$ cat src/rtl/neuro_tx_arbiter_if.sv
// ---------------------------------------------------------------------------
// neuro_tx_arbiter_if
//   Groups the requester-side and UART-side handshake signals of the
//   NeuralChip transmit arbiter into one bundle.
//   Signals:
//     req_valid [NREQ]     requester i offers a message
//     req_data  [16*NREQ]  message i in bits [16*i+15:16*i]
//     req_ready [NREQ]     one-hot accept back to the requesters
//     tx_valid             byte available for the UART
//     tx_data   [8]        byte to transmit
//     tx_ready             UART takes tx_data this cycle
//   Modports:
//     master  the arbiter itself
//     slave   the surrounding requesters + UART
// ---------------------------------------------------------------------------
interface neuro_tx_arbiter_if #(
    parameter int NREQ = 4
);
    logic [NREQ-1:0]      req_valid;
    logic [16*NREQ-1:0]   req_data;
    logic [NREQ-1:0]      req_ready;
    logic                 tx_valid;
    logic [7:0]           tx_data;
    logic                 tx_ready;

    modport master (
        input  req_valid,
        input  req_data,
        input  tx_ready,
        output req_ready,
        output tx_valid,
        output tx_data
    );

    modport slave (
        output req_valid,
        output req_data,
        output tx_ready,
        input  req_ready,
        input  tx_valid,
        input  tx_data
    );
endinterface

$ cat src/rtl/neuro_tx_arbiter.sv
// ---------------------------------------------------------------------------
// neuro_tx_arbiter
//   Round-robin arbiter that shares the UART transmit byte channel between
//   up to four report sources. The winning 16-bit message is framed as three
//   bytes: header {HDR_TAG, seq[1:0], id[1:0]}, message MSB, message LSB.
//   Ports:
//     clk       system clock, rising edge
//     rst_n     asynchronous active-low reset
//     bus       handshake bundle (master side): requesters in, UART out
//     busy      high whenever a packet is in flight
//     grant_id  ID of the packet in flight (last granted when idle)
//     pkt_cnt   completed packets, wraps 255 -> 0
// ---------------------------------------------------------------------------
module neuro_tx_arbiter #(
    parameter int         NREQ    = 4,
    parameter logic [3:0] HDR_TAG = 4'hA
) (
    input  logic                clk,
    input  logic                rst_n,
    neuro_tx_arbiter_if.master  bus,
    output logic                busy,
    output logic [1:0]          grant_id,
    output logic [7:0]          pkt_cnt
);

    typedef enum logic [1:0] {
        ST_IDLE = 2'd0,
        ST_HDR  = 2'd1,
        ST_MSB  = 2'd2,
        ST_LSB  = 2'd3
    } state_t;

    state_t      state_q,    state_d;
    logic        tx_valid_q, tx_valid_d;
    logic [7:0]  tx_data_q,  tx_data_d;
    logic        busy_q,     busy_d;
    logic [1:0]  grant_id_q, grant_id_d;
    logic [7:0]  pkt_cnt_q,  pkt_cnt_d;
    logic [1:0]  rr_ptr_q,   rr_ptr_d;
    logic [1:0]  seq_q,      seq_d;
    logic [15:0] msg_q,      msg_d;

    // Requests padded to 8 bits so a 3-bit rotated index can address them
    // for any legal NREQ.
    logic [7:0]  req_pad_s;
    logic [2:0]  idx_s;
    logic        take_s;
    logic        gnt_found_s;
    logic [1:0]  gnt_id_s;
    logic [1:0]  rr_next_s;
    logic [15:0] msg_sel_s;
    logic [3:0]  gnt_onehot_s;

    // Round-robin search: first valid requester starting at rr_ptr_q.
    always_comb begin
        req_pad_s   = 8'(bus.req_valid);
        idx_s       = 3'd0;
        take_s      = 1'b0;
        gnt_found_s = 1'b0;
        gnt_id_s    = 2'd0;
        for (int k = 0; k < NREQ; k++) begin
            idx_s       = {1'b0, rr_ptr_q} + 3'(k);
            // rr_ptr_q + k < 2*NREQ, so one conditional subtract is the modulo.
            idx_s       = (idx_s >= 3'(NREQ)) ? (idx_s - 3'(NREQ)) : idx_s;
            take_s      = !gnt_found_s && req_pad_s[idx_s];
            gnt_id_s    = take_s ? idx_s[1:0] : gnt_id_s;
            gnt_found_s = gnt_found_s | take_s;
        end
    end

    // Winner's message, pointer after the winner, and the one-hot accept.
    always_comb begin
        msg_sel_s = 16'd0;
        for (int k = 0; k < NREQ; k++) begin
            msg_sel_s = (gnt_id_s == 2'(k)) ? bus.req_data[16*k +: 16] : msg_sel_s;
        end
        rr_next_s    = (gnt_id_s == 2'(NREQ - 1)) ? 2'd0 : (gnt_id_s + 2'd1);
        gnt_onehot_s = (gnt_found_s && (state_q == ST_IDLE)) ? (4'b0001 << gnt_id_s) : 4'b0000;
    end

    // Next-state logic of the framing FSM and all its registered outputs.
    always_comb begin
        state_d    = state_q;
        tx_valid_d = tx_valid_q;
        tx_data_d  = tx_data_q;
        busy_d     = busy_q;
        grant_id_d = grant_id_q;
        pkt_cnt_d  = pkt_cnt_q;
        rr_ptr_d   = rr_ptr_q;
        seq_d      = seq_q;
        msg_d      = msg_q;
        case (state_q)
            ST_IDLE: begin
                if (gnt_found_s) begin
                    msg_d      = msg_sel_s;
                    grant_id_d = gnt_id_s;
                    rr_ptr_d   = rr_next_s;
                    state_d    = ST_HDR;
                    tx_valid_d = 1'b1;
                    tx_data_d  = {HDR_TAG, seq_q, gnt_id_s};
                    busy_d     = 1'b1;
                end else begin
                    state_d    = ST_IDLE;
                end
            end
            ST_HDR: begin
                if (bus.tx_ready) begin
                    state_d   = ST_MSB;
                    tx_data_d = msg_q[15:8];
                end else begin
                    state_d   = ST_HDR;
                end
            end
            ST_MSB: begin
                if (bus.tx_ready) begin
                    state_d   = ST_LSB;
                    tx_data_d = msg_q[7:0];
                end else begin
                    state_d   = ST_MSB;
                end
            end
            ST_LSB: begin
                if (bus.tx_ready) begin
                    state_d    = ST_IDLE;
                    tx_valid_d = 1'b0;
                    busy_d     = 1'b0;
                    seq_d      = seq_q + 2'd1;
                    pkt_cnt_d  = pkt_cnt_q + 8'd1;
                end else begin
                    state_d    = ST_LSB;
                end
            end
            default: begin
                state_d    = ST_IDLE;
                tx_valid_d = 1'b0;
                busy_d     = 1'b0;
            end
        endcase
    end

    // State and output registers; reset drops any packet in flight.
    always_ff @(posedge clk or negedge rst_n) begin
        if (!rst_n) begin
            state_q    <= ST_IDLE;
            tx_valid_q <= 1'b0;
            tx_data_q  <= 8'd0;
            busy_q     <= 1'b0;
            grant_id_q <= 2'd0;
            pkt_cnt_q  <= 8'd0;
            rr_ptr_q   <= 2'd0;
            seq_q      <= 2'd0;
            msg_q      <= 16'd0;
        end else begin
            state_q    <= state_d;
            tx_valid_q <= tx_valid_d;
            tx_data_q  <= tx_data_d;
            busy_q     <= busy_d;
            grant_id_q <= grant_id_d;
            pkt_cnt_q  <= pkt_cnt_d;
            rr_ptr_q   <= rr_ptr_d;
            seq_q      <= seq_d;
            msg_q      <= msg_d;
        end
    end

    assign bus.req_ready = gnt_onehot_s[NREQ-1:0];
    assign bus.tx_valid  = tx_valid_q;
    assign bus.tx_data   = tx_data_q;
    assign busy          = busy_q;
    assign grant_id      = grant_id_q;
    assign pkt_cnt       = pkt_cnt_q;

endmodule

$ cat src/flat_wrapper.sv
// flat-port wrapper written by rule: the top's interface ports become plain ports
module neuro_tx_arbiter_flat 
#(
    parameter int         NREQ    = 4,
    parameter logic [3:0] HDR_TAG = 4'hA
)
  (clk, rst_n, busy, grant_id, pkt_cnt, bus_req_valid, bus_req_data, bus_tx_ready, bus_req_ready, bus_tx_valid, bus_tx_data);
  neuro_tx_arbiter_if #(.NREQ(NREQ)) bus_i ();
  input  logic clk;
  input  logic rst_n;
  output logic busy;
  output logic [1:0] grant_id;
  output logic [7:0] pkt_cnt;
  input wire logic [$bits(bus_i.req_valid)-1:0] bus_req_valid;
  input wire logic [$bits(bus_i.req_data)-1:0] bus_req_data;
  input wire logic [$bits(bus_i.tx_ready)-1:0] bus_tx_ready;
  output wire logic [$bits(bus_i.req_ready)-1:0] bus_req_ready;
  output wire logic [$bits(bus_i.tx_valid)-1:0] bus_tx_valid;
  output wire logic [$bits(bus_i.tx_data)-1:0] bus_tx_data;
  assign bus_i.req_valid = bus_req_valid;
  assign bus_i.req_data = bus_req_data;
  assign bus_i.tx_ready = bus_tx_ready;
  assign bus_req_ready = bus_i.req_ready;
  assign bus_tx_valid = bus_i.tx_valid;
  assign bus_tx_data = bus_i.tx_data;
  neuro_tx_arbiter #(.NREQ(NREQ), .HDR_TAG(HDR_TAG)) u_core (.clk(clk), .rst_n(rst_n), .bus(bus_i), .busy(busy), .grant_id(grant_id), .pkt_cnt(pkt_cnt));
endmodule
$ cat config.mk
export PLATFORM = sky130hd
export DESIGN_NAME = neuro_tx_arbiter_flat
export DESIGN_NICKNAME = d
export VERILOG_FILES = /design/src/rtl/neuro_tx_arbiter_if.sv /design/src/rtl/neuro_tx_arbiter.sv /design/src/flat_wrapper.sv
export SDC_FILE = /design/constraint.sdc
export NUM_CORES = 1
export LEC_CHECK = 0
export BUFFER_PORTS_ARGS = -buffer_cell sky130_fd_sc_hd__buf_4
export CAP_MARGIN = 0
export CORE_MARGIN = 2
export CORE_UTILIZATION = 35
export DETAILED_ROUTE_END_ITERATION = 6
export PLACE_DENSITY_LB_ADDON = 0.3
export SYNTH_ARGS = -nofsm -noshare
export SYNTH_HDL_FRONTEND = slang
export SYNTH_SLANG_ARGS = --single-unit
$ cat constraint.sdc
create_clock -name clk -period 3.75 [get_ports clk]
set_input_delay 0.1875 -clock clk [delete_from_list [all_inputs] [get_ports clk]]
set_output_delay 0.1875 -clock clk [all_outputs]
set_load 0.02 [all_outputs]
==> results of run 1 <==
tightest hold or removal path, cell delays in order:
cell and delay, ns:
buf_4 0.08, a21oi_1 0.05, o21ai_0 0.12
cells in the final DEF (no fill, tap or decap), types with 2 or more instances in the layout:
cell	synthesis	routed
inv_1	9	9
a211oi_1	2	2
xnor2_1	8	8
mux2_2	3	3
dfrtp_1	41	41
bufinv_16	0	2
a22oi_1	6	6
clkbuf_8	0	5
nor3b_1	3	3
buf_4	3	102
nor3_1	15	15
nand2_1	39	39
a21o_1	2	2
nand3_1	2	2
o21ai_0	22	22
nor2_1	31	31
a221oi_1	21	21
nor2b_1	3	2
and2_1	2	2
ha_1	10	10
and3_1	2	2
mux2i_1	3	3
xor2_1	2	2
o31ai_1	6	6
a21oi_1	25	25
area by class of cell:
type,count,area share
clock buffer,5,0.0197
clock inverter,3,0.0186
inverter,9,0.00967
multi-input combinational,224,0.401
sequential,41,0.294
tap,99,0.0354
timing repair buffer,103,0.222
registers in the layout, summed over array words and instances (netlist names):
name and count:
u_core.bus.tx_data 8, u_core.bus.tx_valid 1, u_core.grant_id 2, u_core.msg_q 16
u_core.pkt_cnt 8, u_core.rr_ptr_q 2, u_core.seq_q 2, u_core.state_q 2
stage by stage:
step	hold slack, ns	setup slack, ns	utilization
4_1_cts	0.172	0.0579	0.487
5_1_grt	0.171	0.0815	0.487
6_report	0.177	0.371	0.487
3_5_place_dp	0.202	0.0861	0.467
2_1_floorplan	-0.108	0.266	-
3_3_place_gp	0.206	0.144	0.467
logic make-up (layout without fill, tap and decap cells):
family | after synthesis | count (layout)
XOR/XNOR | 10 | 10
adder cells (fa/ha/maj) | 10 | 10
buffers and inverters | 32 | 120
multiplexers | 9 | 9
flip-flops | 41 | 41
AND/OR/NAND/NOR | 102 | 102
AO/OA/AOI/OAI | 93 | 93
where the power goes:
part | internal (mW) | total (mW) | switching [mW]
logic | 0.988 | 2.39 | 1.40
registers | 0.638 | 0.761 | 0.124
clock network | 0.264 | 0.416 | 0.151
metal layers:
| layer | up-vias | wire length, um | GRT usage |
|---|---|---|---|
| li1 | 1245 | - | - |
| met1 | 1094 | 3280 | 0.243 |
| met2 | 97 | 2840 | 0.249 |
| met3 | 11 | 464 | 0.0444 |
| met4 | 0 | 97 | 0.0436 |
| met5 | - | 0 | 0 |
how the worst max path moves through the flow:
stage | startpoint | end | slack (ns) | cells after the start
after floorplan | u_core.rr_ptr_q[0] | u_core.msg_q[5] | 0.27 | 17
after global placement | u_core.rr_ptr_q[0] | u_core.msg_q[3] | 0.14 | 13
after detailed placement | u_core.rr_ptr_q[0] | u_core.msg_q[3] | 0.09 | 13
after CTS | u_core.rr_ptr_q[0] | u_core.msg_q[3] | 0.06 | 13
after global routing | u_core.rr_ptr_q[0] | u_core.msg_q[3] | 0.08 | 13
final | u_core.rr_ptr_q[0] | u_core.msg_q[3] | 0.37 | 13
synth_stat cells (all sizes together):
library cell,number
o21ai,24
nand3,2
a22o,1
a21oi,26
nand4,1
and2,2
a221oi,21
xor2,2
or4,1
nor3b,3
mux2,5
o31ai,6
nand2,39
dfrtp,41
and3,2
clkbuf,12
ha,10
a21o,2
a2111o,1
mux4,1
a221o,1
a211oi,2
mux2i,3
xnor2,8
o221ai,1
buf,11
o211ai,1
nor3,15
inv,9
nand3b,1
and3b,1
nand2b,1
o21bai,1
a22oi,6
nor2b,3
nor2,31
timing repair:
item | in CTS | in global routing
resized for setup | 0 | 1
hold buffers | 1 | 0
endpoints found under the setup margin | 0 | 15
setup buffers | 0 | 0
hold endpoints to repair | 41 | 0
==> results by group, run 1 <==
Setup path
  – Worst Setup Path Type: reg2reg
  – Buf+Inv Stages, Crit Path: 1
  – Worst Reg-to-Reg Cells: 13
  – CP peak stage delay: 0.49 ns
  – Crit path cell chain: inv_1, ha_1, mux4_2, o21bai_1, a22oi_1, xnor2_1, and2_1, ha_1, nor2b_2, a221oi_1, nor3_1, a21oi_1, o21ai_0
  – R2r setup slk: 0.37 ns
  – WP data arrival: 3.59 ns
  – Top delay family on crit path: simple AND/OR/NAND/NOR gates
  – RR Startpoint: u_core.rr_ptr_q[0]
  – Critical path capture point type: flop
  – CP required: 3.96 ns
  – R2R Path End: u_core.msg_q[3]
  – CP startpoint kind: flop
  – Worst-path cell with the longest stage delay: nor2b_2
  – Crit-path max FO: 15
  – Crit path top cell by count: ha_1

Synthesis
  – Top cells by area, synth: dfrtp_1 (40%), a221oi_1 (7.2%), nand2_1 (5.7%)
  – Main combinational cell family by area after synthesis: compound AO/OA/AOI/OAI gates
  – Mapped Cells: 297
  – Mux share of post-synthesis cell area: 0.0438
  – Netlist Area Pre-Place: 0.00257 sq mm
  – Post-Synth Adder-Cell Area: 0.0487
  – Netlist cell types: 44
  – Simple-Gate Fraction of Synth Area: 0.175
  – Post-synthesis compound-gate area fraction: 0.242
  – Post-synth top area cell: dfrtp_1
  – Warnings, synthesis: 0
  – Sequential element share of the synthesized area: 0.399
  – Top cell type's share of synthesized area: 0.399
  – Net count after synthesis: 378
  – Avg Cell Area, Syn: 8.66 sq um
  – Flop and latch count out of synthesis: 41
  – Synth Area in XOR/XNOR: 0.0341

Global route
  – Grt total ovfl: 0
  – First-pass GRT wire length: 11.2 mm
  – Global Route Usage Sum: 0.167
  – Initial antenna violation count: 0
  – Largest net degree at the start of global routing: 42
  – Vias in the first global route: 2351

Timing
  – Fmax: 0.296 GHz
  – Setup Viol. Count Final: 0
  – Final Hold Vio Count: 0
  – Final max-slew violation count: 0
  – Measured slew at the worst slew-check pin: 0.582 ns
  – Rel. slew slack: 0.610
  – Sum Neg Setup Slack: 0 ns
  – Minimum clock period: 3.38 ns
  – Worst Skew: 0.00700 ns
  – RSZ-0062 raised after global routing: false
  – Final Cycle Share: 0.901

Hold path
  – Worst Hold Class: in2reg
  – WHS Path Cells: 3
  – WHS Endpoint: u_core.msg_q[9]
  – Worst hold start: bus_req_data[57]

Clock network
  – CTS tree: built
  – Clock transition at path regs: 0.08 ns
  – Clock buffer depth: 2
  – CTS root buffer: clkbuf_8
  – TritonCTS Sinks: 41
  – H-tree Lvls: 2
  – CTS buffer count: 5
  – Clock Latency Late Sink: 0.29 ns

Die
  – Num rows: 31
  – Die Ht: 89.7 um
  – Core region area: 0.00718 sq mm
  – Initial Util: 0.358
  – Die width: 89.7 um
  – Die area: 0.00805 sq mm
  – Top Ports: 95

Flow run
  – Max Cap Viol: 0

Detailed routing
  – WL per Instance: 13.8 um
  – Via density: 5.06
  – Vias: 2447
  – Total wire length: 6.67 mm
  – DR pass1 iterations: 4
  – Post-DRT Antenna Nets: 0
  – Remaining DRCs: 0
  – Starting DRT DRC Count: 131

Final layout
  – Register Area: 0.00103 sq mm
  – Area growth syn-to-layout: 35.9%
  – Fillers: 700
  – Non-Filler Instances: 484
  – N_diodes: 0
  – Area occupied by multi-input gates: 0.00140 sq mm
  – Final #Nets: 465
  – Fin area: 0.00349 sq mm
  – Layout cell share with drive strength beyond 1: 0.306

Power and ir drop
  – Leak pwr: 1.63 nW
  – PD cells: 1020 mW/mm^2
  – Maximum VDD drop: 0.000672 V
  – Tot Pwr: 3.57 mW

Place
  – Port bufs: 94
  – Detailed Place HPWL: 5.09 mm
  – Routability Congestion: 0.841
  – DP Cell Count: 475
  – Placement Cell Area: 0.00335 sq mm

Status
  – Status: finished clean
Power figures use the tool's default switching activity.
==> run 2, diff against run 1 <==
ABC_AREA = 1   (was default)
CAP_MARGIN = 20   (was 0)
==> run 2 against run 1 <==
Via count up 7.0%. Sequential power up 0.8%. Wire length down 0.22%. Hold slack better by 0.0025 ns. Design area up 0.32%. Global-route usage down 0.25 points. Combinational power up 12%. Sequential cell count unchanged. Count of clock-buffer cells in the layout unchanged. Largest power group unchanged. Die area up 3.5%.
==> results by group, run 2 <==
Setup path
  – Crit path top cell by count: nand2_1
  – Worst-path cell with the longest stage delay: dfrtp_1
  – CP required: 3.98 ns
  – Buf+Inv Stages, Crit Path: 4
  – Top delay family on crit path: simple AND/OR/NAND/NOR gates
  – WP data arrival: 3.41 ns
  – CP startpoint kind: flop
  – Critical path capture point type: flop
  – Crit-path max FO: 18
  – CP peak stage delay: 0.46 ns
  – Crit path cell chain: inv_2, ha_1, inv_1, nand3_1, nand2_2, nor2_4, nand3_2, nand2_1, inv_1, ha_1, nor2_1, buf_4, nand2_1, nand2_1, o21ai_0, o21ai_0, nand2_2, o21ai_2
  – Worst Setup Path Type: reg2reg

Synthesis
  – Flop and latch count out of synthesis: 41
  – Avg Cell Area, Syn: 7.14 sq um
  – Async SR Flop Fraction: 1.00
  – Mapped Cells: 373
  – Post-synth EDFFs: 0
  – Top cell type's share of synthesized area: 0.385
  – Most frequent cells after synthesis: nand2_1 (143), dfrtp_1 (41), o21ai_0 (40)
  – Ys flop type: dfrtp_1
  – Most frequent cell after synthesis: nand2_1
  – Net count after synthesis: 454
  – Top cells by area, synth: dfrtp_1 (38%), nand2_1 (20%), o21ai_0 (7.5%)
  – Post-synth top area cell: dfrtp_1
  – Netlist Area Pre-Place: 0.00267 sq mm
  – Warnings, synthesis: 0
  – Sequential element share of the synthesized area: 0.385
  – Netlist cell types: 31

Power and ir drop
  – Maximum VDD drop: 0.000835 V
  – Leak pwr: 1.86 nW
  – Tot Pwr: 3.73 mW
  – PD cells: 1060 mW/mm^2

Detailed routing
  – Via density: 4.67
  – Starting DRT DRC Count: 116
  – WL per Instance: 11.9 um
  – Remaining DRCs: 0
  – Post-DRT Antenna Nets: 0
  – DR pass1 iterations: 4
  – Total wire length: 6.66 mm
  – Vias: 2619

Timing
  – Worst Skew: 0.0103 ns
  – Fmax: 0.315 GHz
  – Sum Neg Setup Slack: 0 ns
  – RSZ-0062 raised after global routing: false
  – Measured slew at the worst slew-check pin: 0.600 ns
  – Final max-slew violation count: 0
  – Minimum clock period: 3.17 ns
  – Setup Viol. Count Final: 0
  – Final Hold Vio Count: 0
  – Final Cycle Share: 0.846
  – Rel. slew slack: 0.600

Flow run
  – Max Cap Viol: 0

Die
  – Num rows: 31
  – Initial Util: 0.364
  – Top Ports: 95
  – Die area: 0.00833 sq mm
  – Die Ht: 91.3 um
  – Core region area: 0.00733 sq mm
  – Die width: 91.3 um

Global route
  – Vias in the first global route: 2599
  – Grt total ovfl: 0
  – First-pass GRT wire length: 11.5 mm
  – Largest net degree at the start of global routing: 42
  – Initial antenna violation count: 0
  – Global Route Usage Sum: 0.165

Final layout
  – Max FFs per register: 16
  – Area growth syn-to-layout: 31.5%
  – Fillers: 743
  – Final #Nets: 542
  – Most flop-heavy register: u_core.msg_q
  – Most frequent cells in the layout: nand2_1 (143), buf_4 (97), dfrtp_1 (41), o21ai_0 (40), inv_1 (29)
  – Layout cell share with drive strength beyond 1: 0.268
  – N_diodes: 0
  – Final core occ: 0.478
  – Leading cell type in the layout, fill and taps excluded: nand2_1

Clock network
  – CTS buffer count: 5
  – Clock Latency Late Sink: 0.30 ns
  – CTS hold repair buffers: 1
  – PostCTS Resize Cnt: 0
  – Clock transition at path regs: 0.08 ns
  – Post-CTS setup buffers: 0
  – CTS root buffer: clkbuf_8
  – Clock buffer depth: 2
  – H-tree Lvls: 2
  – CTS tree: built
  – TritonCTS Sinks: 41

Place
  – Detailed Place HPWL: 5.26 mm
  – Routability Congestion: 0.776
  – Port bufs: 94

Status
  – Status: finished clean

Hold path
  – Worst Hold Class: in2reg
run 2: kinds of logic (layout without fill, tap and decap cells):
| kind of cell | count (synthesis) | in the layout | share of synthesized area |
|---|---|---|---|
| flip-flops | 41 | 41 | 0.385 |
| XOR/XNOR | 8 | 8 | 0.0263 |
| adder cells (fa/ha/maj) | 10 | 10 | 0.0469 |
| AO/OA/AOI/OAI | 79 | 79 | 0.167 |
| AND/OR/NAND/NOR | 187 | 187 | 0.290 |
| buffers and inverters | 48 | 137 | 0.0850 |
run 2: final cells by class:
type	instances	area, sq um	share of cell area
inverter	31	119	0.0339
clock inverter	3	17.5	0.00500
timing repair buffer	98	738	0.211
clock buffer	5	68.8	0.0196
tap	99	124	0.0353
sequential	41	1030	0.293
multi-input combinational	284	1410	0.403
run 2: metrics by stage:
stage                     cell area (sq um)  hold slack, ns  instances  worst slack [ns]
after floorplan                        2670          -0.108        373             0.894
after global placement                 3410           0.207        552             0.647
after detailed placement               3410           0.209        552             0.575
after CTS                              3510           0.165        561             0.555
after global routing                   3510           0.189        561             0.242
final                                  3510           0.180        561             0.576
run 2: tightest hold or removal path, delay by kind of cell:
family / cells / cell delay (ns)
buffers and inverters: 1 / 0.13
AOI/OAI and AO/OA: 1 / 0.06
and+or+nand+nor: 1 / 0.05
run 2: metal layers:
layer / global-route usage / wire [um]
met5: 0 / 0
met2: 0.275 / 3010
met1: 0.214 / 3090
met4: 0.0379 / 62
met3: 0.0440 / 496
run 2: worst paths after layout:
path,depth (start not counted),slack [ns],from,end
worst min register to register,1,0.47,u_core.pkt_cnt[7],u_core.pkt_cnt[7]
worst max-delay path,18,0.58,u_core.rr_ptr_q[0],u_core.msg_q[14]
worst max register to register,18,0.58,u_core.rr_ptr_q[0],u_core.msg_q[14]
min in group asynchronous,2,0.41,rst_n,u_core.bus.tx_data[7]
max in group asynchronous,2,2.99,rst_n,u_core.state_q[1]
worst min-delay path,3,0.18,bus_tx_ready,u_core.state_q[1]
run 2: power breakdown:
part | leakage (nW) | switching, mW | total [mW] | internal (mW)
sequential | 0.510 | 0.124 | 0.767 | 0.643
combinational | 1.30 | 1.70 | 2.68 | 0.984
clock | 0.0439 | 0.154 | 0.282 | 0.128
==> run 3, diff against run 2 <==
ABC_AREA = 0   (was 1)
clock period = 3.32 ns   (was 3.75 ns; I/O delays follow)
==> run 3 against run 2 <==
Clock skew fell by 0.0043 ns. Wire length is 0.27% higher. Sequential power increased by 11%. Via count is 5.3% lower. Sequential cell count unchanged. Largest cell class unchanged. Sequential share of layout area decreased by 0.25 points. Setup slack lost 0.41 ns. Hold slack worse by 0.031 ns. Cell count decreased by 13%. Critical path type unchanged. Combinational power increased by 6%. Largest power group unchanged. Global-route usage is 0.19 points higher.
==> results by group, run 3 (synthesis results as in run 1) <==
Detailed routing
  – Starting DRT DRC Count: 164
  – Via density: 5.09
  – DR pass1 iterations: 4
  – Total wire length: 6.68 mm
  – Post-DRT Antenna Nets: 0
  – WL per Instance: 13.7 um
  – Remaining DRCs: 0
  – Vias: 2481

Global route
  – GRT met1 Usage: 0.234
  – Initial antenna violation count: 0
  – Vias in the first global route: 2447
  – GRT met2 Usage: 0.266
  – Global Route Usage Sum: 0.167
  – Grt met3 use: 0.0419
  – Grt total ovfl: 0
  – GRT busiest layer: met2
  – Largest net degree at the start of global routing: 42
  – First-pass GRT wire length: 11.4 mm

Final layout
  – Max FFs per register: 16
  – Fillers: 706
  – Most flop-heavy register: u_core.msg_q
  – N_diodes: 0
  – Area growth syn-to-layout: 37.5%
  – Final core occ: 0.493
  – Final #Nets: 468
  – Layout cell share with drive strength beyond 1: 0.327
  – Most frequent cells in the layout: buf_4 (104), dfrtp_1 (41), nand2_1 (39), nor2_1 (31), a21oi_1 (25)
  – Non-Filler Instances: 487
  – Leading cell type in the layout, fill and taps excluded: buf_4
  – Fin area: 0.00354 sq mm

Place
  – Detailed Place HPWL: 5.05 mm
  – DP Cell Count: 477
  – Port bufs: 94
  – Placement Cell Area: 0.00337 sq mm
  – Routability Congestion: 0.848

Die
  – Initial Util: 0.358
  – Top Ports: 95
  – Core region area: 0.00718 sq mm
  – Die area: 0.00805 sq mm
  – Num rows: 31
  – Die width: 89.7 um
  – Die Ht: 89.7 um

Clock network
  – CTS tree: built
  – Clock Latency Late Sink: 0.30 ns
  – H-tree Lvls: 2
  – CTS root buffer: clkbuf_8
  – Clock transition at path regs: 0.08 ns
  – CTS buffer count: 5
  – Clock buffer depth: 2
  – TritonCTS Sinks: 41

Hold path
  – Worst hold start: bus_req_data[51]
  – WHS Endpoint: u_core.msg_q[3]
  – WHS Path Cells: 3
  – Worst Hold Class: in2reg

Setup path
  – Critical path capture point type: flop
  – Crit path cell chain: buf_4, mux4_2, o21bai_1, a22oi_2, xnor2_2, nand2_1, ha_1, nor2b_2, buf_4, a221oi_1, nor3_1, a21oi_1, o21ai_0
  – WP data arrival: 3.34 ns
  – R2r setup slk: 0.16 ns
  – CP startpoint kind: flop
  – CP required: 3.50 ns
  – CP peak stage delay: 0.55 ns
  – Worst Reg-to-Reg Cells: 13
  – CP Launch Point: u_core.rr_ptr_q[0]
  – Worst-path cell with the longest stage delay: mux4_2
  – Worst Setup Path Type: reg2reg
  – R2R Path End: u_core.msg_q[5]
  – Crit path top cell by count: buf_4
  – Crit-path max FO: 15
  – RR Startpoint: u_core.rr_ptr_q[0]

Timing
  – Final Hold Vio Count: 0
  – Setup Viol. Count Final: 0
  – Fmax: 0.317 GHz
  – Minimum clock period: 3.16 ns
  – Rel. slew slack: 0.598
  – Final Cycle Share: 0.951
  – Final max-slew violation count: 0
  – Sum Neg Setup Slack: 0 ns
  – Measured slew at the worst slew-check pin: 0.602 ns
  – Worst Skew: 0.00604 ns

Power and ir drop
  – PD cells: 1160 mW/mm^2
  – Maximum VDD drop: 0.00129 V
  – Leak pwr: 1.64 nW

Flow run
  – Max Cap Viol: 0

Status
  – Status: finished clean
==> run 3: what timing repair did <==
| item | CTS | global route |
|---|---|---|
| gates resized for setup | 0 | 7 |
| endpoints found under the hold margin | 41 | 0 |
| endpoints found under the setup margin | 0 | 15 |
| hold buffers | 1 | 0 |
| buffers inserted | 0 | 1 |
==> run 3: worst max path at each step <==
| stage | to | slack, ns | depth (start not counted) |
|---|---|---|---|
| CTS | bus_req_ready[3] | 0.14 | 11 |
| finish | u_core.msg_q[5] | 0.16 | 13 |
| global route | bus_req_ready[3] | -0.006 | 11 |
| floorplan | u_core.msg_q[6] | 0.03 | 17 |
| global placement | u_core.msg_q[5] | 0.30 | 13 |
| detailed placement | u_core.msg_q[5] | 0.21 | 13 |
==> run 3: layout make-up <==
class                      count  area, sq um  share of cell area
inverter                       9         37.5              0.0106
tap                           99          124              0.0350
clock inverter                 3         46.3              0.0131
timing repair buffer         106          806               0.228
sequential                    41         1030               0.290
multi-input combinational    224         1430               0.404
clock buffer                   5         68.8              0.0195
==> run 3: worst max-delay path, delay by kind of cell (launching register included) <==
family	cells	cell delay, ns
adders and majority gates	1	0.25
xor gates and xnor gates	1	0.23
DFF	1	0.35
and+or+nand+nor	3	0.34
buffers and inverters	2	0.38
AOI/OAI and AO/OA	5	0.93
muxes	1	0.55
==> run 3: through the flow <==
stage                     worst slack (ns)  hold slack (ns)  power [mW]
after floorplan                     0.0310           -0.130        2.86
after global placement               0.304            0.184        3.54
after detailed placement             0.209            0.183        3.60
after CTS                            0.139            0.148        4.02
after global routing              -0.00584            0.154        4.51
final                                0.163            0.149        4.09
==> run 3: metal layers <==
| metal | vias up | part of all wire |
|---|---|---|
| met4 | 0 | 0.0076 |
| met1 | 1136 | 0.48 |
| met5 | - | 0 |
| li1 | 1247 | - |
| met3 | 5 | 0.064 |
| met2 | 93 | 0.45 |
==> run 3: power breakdown <==
part	total, mW	switching, mW	leakage [nW]	internal, mW
logic	2.83	1.63	1.07	1.20
clock network	0.405	0.180	0.0543	0.225
registers	0.853	0.133	0.519	0.720
